## config.mk

```make
export PLATFORM = sky130hd
export DESIGN_NAME = param_updown_counter_flat
export DESIGN_NICKNAME = d
export VERILOG_FILES = /design/src/rtl/param_updown_counter_pkg.sv /design/src/rtl/param_updown_counter_if.sv /design/src/rtl/param_updown_counter_cnt_step_unit.sv /design/src/rtl/param_updown_counter.sv /design/src/flat_wrapper.sv
export SDC_FILE = /design/constraint.sdc
export NUM_CORES = 1
export LEC_CHECK = 0
export BUFFER_PORTS_ARGS = -buffer_cell sky130_fd_sc_hd__buf_2
export CORE_MARGIN = 4
export CORE_UTILIZATION = 47
export DETAILED_ROUTE_END_ITERATION = 10
export HOLD_SLACK_MARGIN = 0.05
export PLACE_DENSITY = 0.78
export RECOVER_POWER = 25
export SYNTH_ARGS = -nofsm -noshare
export SYNTH_HDL_FRONTEND = slang
export SYNTH_SLANG_ARGS = --single-unit
export TNS_END_PERCENT = 20
```

## constraint.sdc

```tcl
create_clock -name clock -period 2.26 [get_ports clock]
set_clock_uncertainty 0.05 [all_clocks]
set_input_delay 0.452 -clock clock [delete_from_list [all_inputs] [get_ports clock]]
set_output_delay 0.452 -clock clock [all_outputs]
set_load 0.02 [all_outputs]
```

## src/rtl/param_updown_counter_pkg.sv

```systemverilog
// Shared types and helpers for the parametrised up/down counter.
// Mode and ONESHOT state encodings live here so the interface, top and bench agree.
package param_updown_counter_pkg;

  typedef enum logic [1:0] {
    CNT_WRAP    = 2'b00,
    CNT_SAT     = 2'b01,
    CNT_ONESHOT = 2'b10,
    CNT_RSVD    = 2'b11
  } cnt_mode_e;

  typedef enum logic [1:0] {
    ST_IDLE = 2'b00,
    ST_RUN  = 2'b01,
    ST_DONE = 2'b10
  } cnt_state_e;

  function automatic logic [31:0] clamp_max(input logic [31:0] value, input logic [31:0] limit);
    return (value > limit) ? limit : value;
  endfunction

endpackage

```

## src/rtl/param_updown_counter_if.sv

```systemverilog
// Drive/monitor bundle for the counter: control inputs from the master, status back from the slave.
interface param_updown_counter_if #(
  parameter int WIDTH = 4
);
  import param_updown_counter_pkg::*;

  logic             load;
  logic [WIDTH-1:0] din;
  logic             en;
  logic             up_down;
  cnt_mode_e        mode;
  logic             start;
  logic             clr_flags;
  logic [WIDTH-1:0] count;
  logic             tc;
  logic             ovf;
  logic             unf;
  logic             busy;

  modport master (
    output load, din, en, up_down, mode, start, clr_flags,
    input  count, tc, ovf, unf, busy
  );

  modport slave (
    input  load, din, en, up_down, mode, start, clr_flags,
    output count, tc, ovf, unf, busy
  );

  modport mon (
    input load, din, en, up_down, mode, start, clr_flags,
    input count, tc, ovf, unf, busy
  );

endinterface

```

## src/rtl/param_updown_counter_cnt_step_unit.sv

```systemverilog
// Combinational step: computes the count after one step and whether that step hits a boundary.
// Boundary behaviour depends on mode: WRAP/reserved wraps around, SAT/ONESHOT holds.
module cnt_step_unit
  import param_updown_counter_pkg::*;
#(
  parameter int               WIDTH   = 4,
  parameter logic [WIDTH-1:0] MAX_VAL = '1
) (
  input  logic [WIDTH-1:0] count,
  input  logic             up_down,
  input  cnt_mode_e        mode,
  output logic [WIDTH-1:0] next_count,
  output logic             at_boundary
);

  logic at_max;
  logic at_zero;
  logic wraps;

  assign at_max  = (count == MAX_VAL);
  assign at_zero = (count == '0);
  assign wraps   = (mode == CNT_WRAP) || (mode == CNT_RSVD);

  always_comb begin
    next_count  = count;
    at_boundary = 1'b0;
    if (up_down) begin
      if (at_max) begin
        at_boundary = 1'b1;
        next_count  = wraps ? '0 : count;
      end else begin
        next_count = count + 1'b1;
      end
    end else begin
      if (at_zero) begin
        at_boundary = 1'b1;
        next_count  = wraps ? MAX_VAL : count;
      end else begin
        next_count = count - 1'b1;
      end
    end
  end

endmodule

```

## src/rtl/param_updown_counter.sv

```systemverilog
// Loadable up/down counter with programmable modulus, WRAP/SAT/ONESHOT modes,
// terminal-count pulse and sticky overflow/underflow flags.
module param_updown_counter
  import param_updown_counter_pkg::*;
#(
  parameter int          WIDTH   = 4,
  parameter int unsigned MAX_VAL = (2**WIDTH)-1
) (
  input logic                    clock,
  input logic                    resetn,
  param_updown_counter_if.slave  bus
);

  // state   | meaning
  // ST_IDLE | ONESHOT waiting for start (also the resting state in other modes)
  // ST_RUN  | ONESHOT counting on en
  // ST_DONE | ONESHOT reached a boundary, waiting for start

  localparam logic [WIDTH-1:0] MAX_C = WIDTH'(MAX_VAL);

  logic [WIDTH-1:0] count_q, count_d;
  logic             tc_q, tc_d;
  logic             ovf_q, ovf_d;
  logic             unf_q, unf_d;
  logic             busy_q, busy_d;
  cnt_state_e       state_q, state_d;

  logic [WIDTH-1:0] next_count;
  logic             at_boundary;
  logic [WIDTH-1:0] din_clamped;
  logic             oneshot;
  logic             step_ok;

  cnt_step_unit #(
    .WIDTH   (WIDTH),
    .MAX_VAL (MAX_C)
  ) u_step (
    .count       (count_q),
    .up_down     (bus.up_down),
    .mode        (bus.mode),
    .next_count  (next_count),
    .at_boundary (at_boundary)
  );

  assign din_clamped = WIDTH'(clamp_max(32'(bus.din), 32'(MAX_VAL)));
  assign oneshot     = (bus.mode == CNT_ONESHOT);
  assign step_ok     = oneshot ? (bus.en && (state_q == ST_RUN)) : bus.en;

  // Clear is applied first so a same-cycle set event overrides it.
  always_comb begin
    count_d = count_q;
    tc_d    = 1'b0;
    ovf_d   = ovf_q & ~bus.clr_flags;
    unf_d   = unf_q & ~bus.clr_flags;
    state_d = state_q;
    if (bus.load) begin
      count_d = din_clamped;
      state_d = ST_IDLE;
    end else begin
      if (step_ok) begin
        count_d = next_count;
        if (at_boundary) begin
          tc_d = 1'b1;
          if (bus.up_down) ovf_d = 1'b1;
          else             unf_d = 1'b1;
          if (oneshot)     state_d = ST_DONE;
        end
      end
      if (!oneshot) begin
        state_d = ST_IDLE;
      end else if (bus.start && (state_q != ST_RUN)) begin
        state_d = ST_RUN;
      end
    end
    busy_d = (state_d == ST_RUN);
  end

  always_ff @(posedge clock or negedge resetn) begin
    if (!resetn) begin
      count_q <= '0;
      tc_q    <= 1'b0;
      ovf_q   <= 1'b0;
      unf_q   <= 1'b0;
      busy_q  <= 1'b0;
      state_q <= ST_IDLE;
    end else begin
      count_q <= count_d;
      tc_q    <= tc_d;
      ovf_q   <= ovf_d;
      unf_q   <= unf_d;
      busy_q  <= busy_d;
      state_q <= state_d;
    end
  end

  assign bus.count = count_q;
  assign bus.tc    = tc_q;
  assign bus.ovf   = ovf_q;
  assign bus.unf   = unf_q;
  assign bus.busy  = busy_q;

endmodule

```

## src/flat_wrapper.sv

```systemverilog
// flat-port wrapper written by rule: the top's interface ports become plain ports
module param_updown_counter_flat import param_updown_counter_pkg::*;
#(
  parameter int          WIDTH   = 4,
  parameter int unsigned MAX_VAL = (2**WIDTH)-1
)
  (clock, resetn, bus_load, bus_din, bus_en, bus_up_down, bus_mode, bus_start, bus_clr_flags, bus_count, bus_tc, bus_ovf, bus_unf, bus_busy);
  param_updown_counter_if #(.WIDTH(WIDTH)) bus_i ();
  input logic clock;
  input logic resetn;
  input wire logic [$bits(bus_i.load)-1:0] bus_load;
  input wire logic [$bits(bus_i.din)-1:0] bus_din;
  input wire logic [$bits(bus_i.en)-1:0] bus_en;
  input wire logic [$bits(bus_i.up_down)-1:0] bus_up_down;
  input wire logic [$bits(bus_i.mode)-1:0] bus_mode;
  input wire logic [$bits(bus_i.start)-1:0] bus_start;
  input wire logic [$bits(bus_i.clr_flags)-1:0] bus_clr_flags;
  output wire logic [$bits(bus_i.count)-1:0] bus_count;
  output wire logic [$bits(bus_i.tc)-1:0] bus_tc;
  output wire logic [$bits(bus_i.ovf)-1:0] bus_ovf;
  output wire logic [$bits(bus_i.unf)-1:0] bus_unf;
  output wire logic [$bits(bus_i.busy)-1:0] bus_busy;
  assign bus_i.load = bus_load;
  assign bus_i.din = bus_din;
  assign bus_i.en = bus_en;
  assign bus_i.up_down = bus_up_down;
  assign bus_i.mode = bus_mode;
  assign bus_i.start = bus_start;
  assign bus_i.clr_flags = bus_clr_flags;
  assign bus_count = bus_i.count;
  assign bus_tc = bus_i.tc;
  assign bus_ovf = bus_i.ovf;
  assign bus_unf = bus_i.unf;
  assign bus_busy = bus_i.busy;
  param_updown_counter #(.WIDTH(WIDTH), .MAX_VAL(MAX_VAL)) u_core (.clock(clock), .resetn(resetn), .bus(bus_i));
endmodule
```

* Word level (Yosys, flattened, before mapping)
Index checks and enable logic that the tools add are counted.
Widths: inputs -> output; s select.
** Storage, ports and cells
- Bits of input ports :: 13
- Output and inout port bits :: 8
- Register bits after elaboration :: 10
- Word-level logic and storage cells :: 53
** Operators by class
- Mux-type cells :: 27
- Equal/unequal tests :: 8
- Bitwise operators :: 3
- Reduce and logical (&&, ||, !) cells :: 7
- Add/sub/neg operators :: 2
** Operators with widths (count)
- $mux 4 :: 7
- $mux 1 :: 15
- $mux 2 :: 5
- $ne 4x3->1 const B :: 2
- $add 4x1->4 const B :: 1
- $eq 2x1->1 const B :: 2
- $eq 2x2->1 const B :: 2
- $eq 4x4->1 const B :: 1
- $logic_not 4->1 :: 1
- $sub 4x1->4 const B :: 1
- $reduce_and 3->1 :: 1
- $and 1x1->1 :: 2
- $logic_and 1x1->1 :: 2
- $logic_not 2->1 :: 1
- $ne 2x1->1 const B :: 1
- $reduce_bool 2->1 :: 1
- $logic_or 1x1->1 :: 1
- $not 1->1 :: 1

* Longest topological paths before layout
Gate-level depths: netlist of run 1.
- Depth after elaboration :: 9
- Mapped depth :: 6
- Depth with buffers taken out :: 6

* Cells and area by module
A second synthesis of run 1 with hierarchy kept.
** Unflattened totals
- Cell total of the unflattened synthesis :: 85
- Area total of the unflattened synthesis :: 789.5 µm²
** By module, submodules not included
- param_updown_counter :: seq. area each 250.2 µm², cells each 49, instances 1, area each 520.5 µm²
- cnt_step_unit :: seq. area each 0.0 µm², cells each 36, instances 1, area each 269.0 µm²

* Worst setup path before layout of run 1
No wires, ideal clock.
- Kind :: register -> register
- Start point :: register u_core.count_q[0] (netlist: u_core.bus.count[0])
- End point :: register u_core.state_q[0]
- Buffers on the path :: 0
- Cell stages (with the launch flop) :: 7
- Path slack :: 0.308 ns
- Arrival time :: 1.781 ns
- Library setup time :: 0.121 ns
- Cell sequence :: dfrtp_1 > inv_1 > ha_1 > or4b_4 > a221o_1 > a22oi_1 > nor2_1
** Between the ends
- Longest elaborated chain between the ends :: 8
- Elaborated cells between the ends (all ways) :: 10
- Those cells by class :: eq/ne: 1; mux: 8; reduce/logical: 1
** RTL lines
- from (decl) :: RTL line param_updown_counter.sv:21 : logic [WIDTH-1:0] count_q, count_d;
- from (signal assigned) :: RTL line param_updown_counter.sv:87 : count_q <= count_d;
- $eq 4x4->1 or $logic_not 4->1 (tied branches) :: RTL line param_updown_counter_cnt_step_unit.sv:20, param_updown_counter_cnt_step_unit.sv:21
- $mux 1 (on tied branches) :: RTL line param_updown_counter_cnt_step_unit.sv:28, param_updown_counter_cnt_step_unit.sv:35
- $mux 1 (*) :: RTL line param_updown_counter_cnt_step_unit.sv:27 : if (up_down) begin
- $mux 2 (*) :: RTL line param_updown_counter.sv:62 : if (at_boundary) begin
- $mux 2 (*) :: RTL line param_updown_counter.sv:60 : if (step_ok) begin
- $mux 2 (*) :: RTL line param_updown_counter.sv:71 : end else if (bus.start && (state_q != ST_RUN)) begin
- $mux 2 (*) :: RTL line param_updown_counter.sv:69 : if (!oneshot) begin
- $mux 2 (*) :: RTL line param_updown_counter.sv:56 : if (bus.load) begin
- net u_core.state_d[0] :: RTL line param_updown_counter.sv:26 : cnt_state_e state_q, state_d;
- to (signal assigned) :: RTL line param_updown_counter.sv:92 : state_q <= state_d;
- to (decl) :: RTL line param_updown_counter.sv:26
Mark *: on every way through the listed nets, which the timed path passes. The rest lies on a longest branch.
A chain may end at the register's enable or synchronous reset.

* Worst setup path after layout of run 1
- Start point :: register u_core.count_q[0] (netlist: u_core.bus.count[0])
- End point :: register u_core.count_q[1] (netlist: u_core.bus.count[1])
** Between the ends
- Longest elaborated chain between the ends :: 5
- Elaborated cells between the ends (all ways) :: 12
- Those cells by class :: add/sub: 2; eq/ne: 3; mux: 5; reduce/logical: 2
** RTL lines
- $sub 4x1->4 (tied with other cells) :: RTL line param_updown_counter_cnt_step_unit.sv:39 : next_count = count - 1'b1;
- $mux 4 (on tied branches) :: RTL line param_updown_counter_cnt_step_unit.sv:35, param_updown_counter_cnt_step_unit.sv:28
- $mux 4 :: RTL line param_updown_counter_cnt_step_unit.sv:27
- $mux 4 :: RTL line param_updown_counter.sv:60
- $mux 4 :: RTL line param_updown_counter.sv:56
Parallel ways exist; a longest one is shown, timed or not. The select of a mux whose other input is x is not followed.

==> impl_metrics.tcl, run 1 <==
set metrics [dict create \
    synth_edf_count 0 \
    grt_pass1_wl_um 2150 \
    grt_pass1_vias 496 \
    synth_xor_area_share_pct 1.42 \
    n_antenna_cell 0 \
    cts_resized 0 \
    setup.worst_path.class "reg2reg" \
    whs_path_depth 2 \
    seq_power_share_pct 43.2 \
    ys_ff_latch 10 \
    relSlewSlack_pct 65.5 \
    status "completed" \
    drtIter0Drc 8 \
    r2r_start "u_core.bus.count[0]" \
    yosysMostFrequentCell "dfrtp_1" \
    syn_avg_cell_area_um2 9.81 \
    setup_tns_ps 0 \
    post_cts_buffers 0 \
    clkSlewWorstSetupHoldPaths_ps 60 \
    nets 104 \
    drc 0 \
    synth_top_family_by_area "compound AO/OA/AOI/OAI gates" \
    p_sw_w 0.000180 \
    gp_congestion 0.776 \
    ys_warn_count 0 \
    wire_per_inst_um 12.8 \
    cpMaxStageDelayCell "or4b_4" \
    worstPathMaxFanout 7 \
    viasPerCell 5.61 \
    grt_max_degree 11 \
    p_leak_nw 0.381 \
    clkPwrFrac_pct 22.6 \
    yosys-mux-area-fraction_pct 6.48 \
    clock_latency_ps 260 \
    yosys.area.top_type "dfrtp_1" \
    worst_slew_pin_slew_ps 517 \
    io_pins 21 \
    rows 12 \
    fp.coreArea_um2 1170 \
    fmax_mhz 481 \
    initial_core_util_pct 52.8 \
    worstHoldPathType "in2reg" \
    cts_buffers 3 \
    synth-compound-area-share_pct 24.9 \
    synth_fa_ha_area_share_pct 6.07 \
    end_kind "flop" \
    gr-usage-all-layers_pct 15.1 \
    place_ws_ps 197 \
    cts_buffer_depth 2 \
    drive_gt1_share_pct 30.2 \
    drt_wl_total_um 1280 \
    h-tree-depth 1 \
    synth_cells 63 \
    startpoint "u_core.bus.count[0]" \
    root_buffer "clkbuf_4" \
    fin_ws_ps 180 \
    ant_nets 0 \
    ys_top_cells_by_area "dfrtp_1, mux2i_1, ha_1" \
    yosysTopAreaCellShare_pct 40.5 \
    hold_start "bus_clr_flags" \
    yosys.area_share.simple_pct 14.6 \
    first_pass_iters 4 \
    start_kind "flop" \
    rr_worst_depth 6 \
    ir_drop_v 0.000419 \
    period_share_pct 92.0 \
    design_area_um2 763 \
    slew_violations 0 \
    arrival_ps 2210 \
    die_area_um2 1960 \
    placed_area_um2 732 \
    p_per_area_nw_per_um2 680 \
    cap_violations 0 \
    crit_family "compound AO/OA/AOI/OAI gates" \
    period_needed_ps 2080 \
    grt_overflow_total 0 \
    area_growth_pct 23.5 \
    antenna_found_initial 0 \
    critical_path_depth 6 \
    synthArstFlopShare_pct 100 \
    die_w_um 44.3 \
    crit_chain "inv_1 > ha_1 > or4b_4 > a21oi_1 > o21a_2 > mux2i_1" \
    synth_cell_types 29 \
    numClockSinks 10 \
    die_h_um 44.3 \
    dp_hpwl_um 997 \
    synth_nets 79 \
    cp.required_ps 2390 \
    critPathBufInv 1 \
    rsz0062_at_grt "no" \
    combPwrFrac_pct 34.2 \
    portBuffers 20 \
    synthTopCellsByCount "dfrtp_1, inv_1, nor2_1" \
    cp_slowest_stage_delay_ps 500 \
    p_sw_share_pct 34.7 \
    netlist_area_um2 618 \
    power.internal_w 0.000339 \
    finalHoldViolations 0 \
    power_w 0.000519 \
    vias 561 \
    synth_flop_cell "dfrtp_1" \
    setup_viol 0 \
    cts_tree "done" \
    synth_seq_area_share_pct 40.5 \
]
-- stage by stage --
step	instances	utilization [%]	hold WS, ps
3_3_place_gp	96	62.5	269
6_report	100	65.2	336
5_1_grt	100	65.2	330
2_1_floorplan	63	-	106
3_5_place_dp	96	62.5	275
4_1_cts	100	65.3	325
-- state kept, by name, indices dropped and copies added, names as in the netlist --
signal and count:
u_core.bus.tc 1, u_core.state_q 2, u_core.bus.busy 1, u_core.bus.count 4, u_core.bus.unf 1, u_core.bus.ovf 1
-- worst paths after layout --
path                       slack, ps                   to
max                              180  u_core.bus.count[1]
min                              340       u_core.bus.unf
max reg2reg                      180  u_core.bus.count[1]
min reg2reg                      480       u_core.bus.ovf
max in group asynchronous       1200  u_core.bus.count[1]
min in group asynchronous        620  u_core.bus.count[3]
-- metal layers --
layer	vias to the layer above	GRT usage, %	wire, µm
li1	284	-	-
met1	252	19.2	590
met2	23	23.0	570
met3	2	6.10	116
met4	0	5.42	8
met5	-	0	0
-- area by class of cell --
| cell class | instances | area [µm²] |
|---|---|---|
| Tap cell | 14 | 17.5 |
| Fill cell | 99 | 408 |
| Sequential cell | 10 | 250 |
| Multi-Input combinational cell | 43 | 330 |
| Inverter | 9 | 33.8 |
| Timing Repair Buffer | 21 | 109 |
| Clock buffer | 3 | 22.5 |
-- cells in the final DEF (no fill, tap or decap), types with 2 or more instances in the layout --
master and instances:
a31oi_1 3, inv_1 9, ha_1 3, nand2_1 3
buf_2 19, o31ai_1 2, dfrtp_1 10, a21oi_1 2
o32ai_1 2, mux2i_1 4, clkbuf_4 3, nor2_1 6
-- power by group through the flow --
stage          Clock (W)  Sequential [W]  Combinational [W]
2_1_floorplan          0        0.000244           0.000104
3_3_place_gp           0        0.000227           0.000175
3_5_place_dp           0        0.000227           0.000177
4_1_cts         0.000124        0.000224           0.000179
5_1_grt         0.000132        0.000228           0.000200
6_report        0.000117        0.000224           0.000178
-- repair_timing --
item                                    4_1_cts  5_1_grt
endpoints found under the setup margin        0        0
endpoints found under the hold margin        10        0
hold buffers                                  1        0
-- worst register-to-register path, stage by stage (launching register included) --
cell	delay, ps
dfrtp_1	440
inv_1	120
ha_1	190
or4b_4	500
a21oi_1	310
o21a_2	220
mux2i_1	190
-- cells by family after synthesis --
logic type,count (synthesis)
XOR/XNOR,1
AND/OR/NAND/NOR,16
multiplexers,4
adder cells (fa/ha/maj),3
AO/OA/AOI/OAI,19
buffers and inverters,10
flip-flops,10
Power figures use the tool's default switching activity.
==> run 2: changes to the inputs <==
Settings changed: CAP_MARGIN set to 15.
Clock period 2.26 ns to 2.1 ns, I/O delays scaled along.
==> run 2 against run 1 <==
Compared with the run above:
- clock power up 10%
- largest cell class unchanged
- wire length is 13% higher
- non-clock buffer count is 1 higher
- fmax is 2.2% higher
- cell count up 1.0%
- critical path depth fell by 1
- sequential power rose by 6%
- clock-buffer cell count unchanged
- hold slack worse by 41 ps
- sequential share of layout area decreased by 0.48 points
- critical path type unchanged
- global-route usage is 1.4 points higher
- setup slack worse by 110 ps
==> impl_metrics.tcl, run 2 (synthesized netlist as in run 1, its figures left out) <==
set metrics [dict create \
    root_buffer "clkbuf_4" \
    setup_viol 0 \
    dp.cells 97 \
    drive_gt1_share_pct 32.2 \
    fin_ws_ps 65.5 \
    ff2ff_setup_slack_ps 70 \
    rsz0062_at_grt "no" \
    largest_register_ffs 4 \
    final_cell_mix "buf_2, dfrtp_1, inv_1" \
    place_ws_ps 89.2 \
    ir_drop_v 0.000472 \
    h-tree-depth 1 \
    gr-usage-all-layers_pct 16.5 \
    gp_congestion 0.812 \
    grt_pass1_wl_um 2440 \
    worst_slew_pin_slew_ps 556 \
    first_pass_iters 4 \
    startpoint "u_core.bus.count[1]" \
    endpoint "u_core.state_q[1]" \
    finalNonFillerCells 101 \
    die_w_um 44.3 \
    grt_overflow_total 0 \
    die_area_um2 1960 \
    regArea_um2 250 \
    multi_input_area_um2 334 \
    p_leak_nw 0.386 \
    p_per_area_nw_per_um2 742 \
    dp_hpwl_um 1100 \
    r2r_start "u_core.bus.count[1]" \
    worstHoldPathType "in2reg" \
    cts_buffers 3 \
    die_h_um 44.3 \
    slew_violations 0 \
    area_growth_pct 25.3 \
    wire_per_inst_um 14.4 \
    rows 12 \
    fillers 101 \
    period_share_pct 96.9 \
    cp.required_ps 2210 \
    drt_wl_total_um 1450 \
    relSlewSlack_pct 62.9 \
    grt_pass1_vias 549 \
    fmax_mhz 492 \
    period_needed_ps 2030 \
    fp.coreArea_um2 1170 \
    cts_buffer_depth 2 \
    vias 585 \
    viasPerCell 5.79 \
    n_antenna_cell 0 \
    initial_core_util_pct 52.8 \
    drtIter0Drc 20 \
    antenna_found_initial 0 \
    setup_tns_ps 0 \
    worstPathMaxFanout 6 \
    cpMaxStageDelayCell "or4b_4" \
    status "completed" \
    end_kind "flop" \
    start_kind "flop" \
    crit_chain "inv_1 > ha_1 > or4b_4 > a221o_1 > a221oi_2" \
    finalHoldViolations 0 \
    io_pins 21 \
    r2r_end "u_core.state_q[1]" \
    nets 105 \
    cts_tree "done" \
    ant_nets 0 \
    mostFrequentLayoutCell "buf_2" \
    arrival_ps 2140 \
    cap_violations 0 \
    grt_max_degree 11 \
    post-route-util_pct 66.1 \
    clkSlewWorstSetupHoldPaths_ps 60 \
    drc 0 \
    setup.worst_path.class "reg2reg" \
    rr_worst_depth 5 \
    clock_latency_ps 260 \
    cp_slowest_stage_delay_ps 510 \
    numClockSinks 10 \
    portBuffers 20 \
]
==> run 2: metrics by stage <==
stage                     total power (W)  area [µm²]  hold WS [ps]
after floorplan                  0.000375         618          74.4
after global placement           0.000438         739           240
after detailed placement         0.000443         739           243
after CTS                        0.000576         772           292
after global routing             0.000611         774           299
final                            0.000575         774           295
==> run 2: power breakdown <==
| group | switching, W | total (W) | internal (W) | leakage, nW |
|---|---|---|---|---|
| clock | 0.0000627 | 0.000129 | 0.0000661 | 0.0138 |
| sequential | 0.0000267 | 0.000238 | 0.000212 | 0.130 |
| combinational | 0.000115 | 0.000207 | 0.0000926 | 0.242 |
==> run 2: worst min path at each step <==
stage	slack, ps	startpoint	end	cells past startpoint
floorplan	70	resetn	u_core.bus.busy	0
global placement	240	resetn	u_core.state_q[1]	1
detailed placement	240	resetn	u_core.bus.busy	1
CTS	290	bus_clr_flags	u_core.bus.unf	2
global route	300	bus_clr_flags	u_core.bus.unf	2
finish	290	bus_clr_flags	u_core.bus.unf	2
==> run 2: critical path, delay by kind of cell, from the launching register on <==
family | cells | cell delay (ps)
adders and majority gates | 1 | 190
buffers and inverters | 1 | 120
AOI/OAI and AO/OA | 2 | 640
and+or+nand+nor | 1 | 510
DFF | 1 | 430
==> run 2: layer usage <==
layer  GRT usage [%]  part of all wire (%)  vias to the layer above
li1                -                     -                      284
met5               0                     0                        -
met1            21.5                    43                      275
met3            3.66                   6.9                        2
met4            3.61                  0.62                        0
met2            27.6                    49                       24
==> run 2: repair_timing <==
| item | 4_1_cts | 5_1_grt |
|---|---|---|
| hold endpoints to repair | 10 | 0 |
| buffers inserted | 0 | 0 |
| endpoints found under the setup margin | 0 | 3 |
| resized for setup | 0 | 1 |
| hold buffers | 1 | 0 |
==> run 2: layout make-up <==
| cell class | count | area share (%) |
|---|---|---|
| multi-input cells | 43 | 43.1 |
| flip-flops and latches | 10 | 32.3 |
| repair buffers | 22 | 15.0 |
| inverters | 9 | 4.36 |
| clock buffers | 3 | 2.91 |
| well taps | 14 | 2.26 |
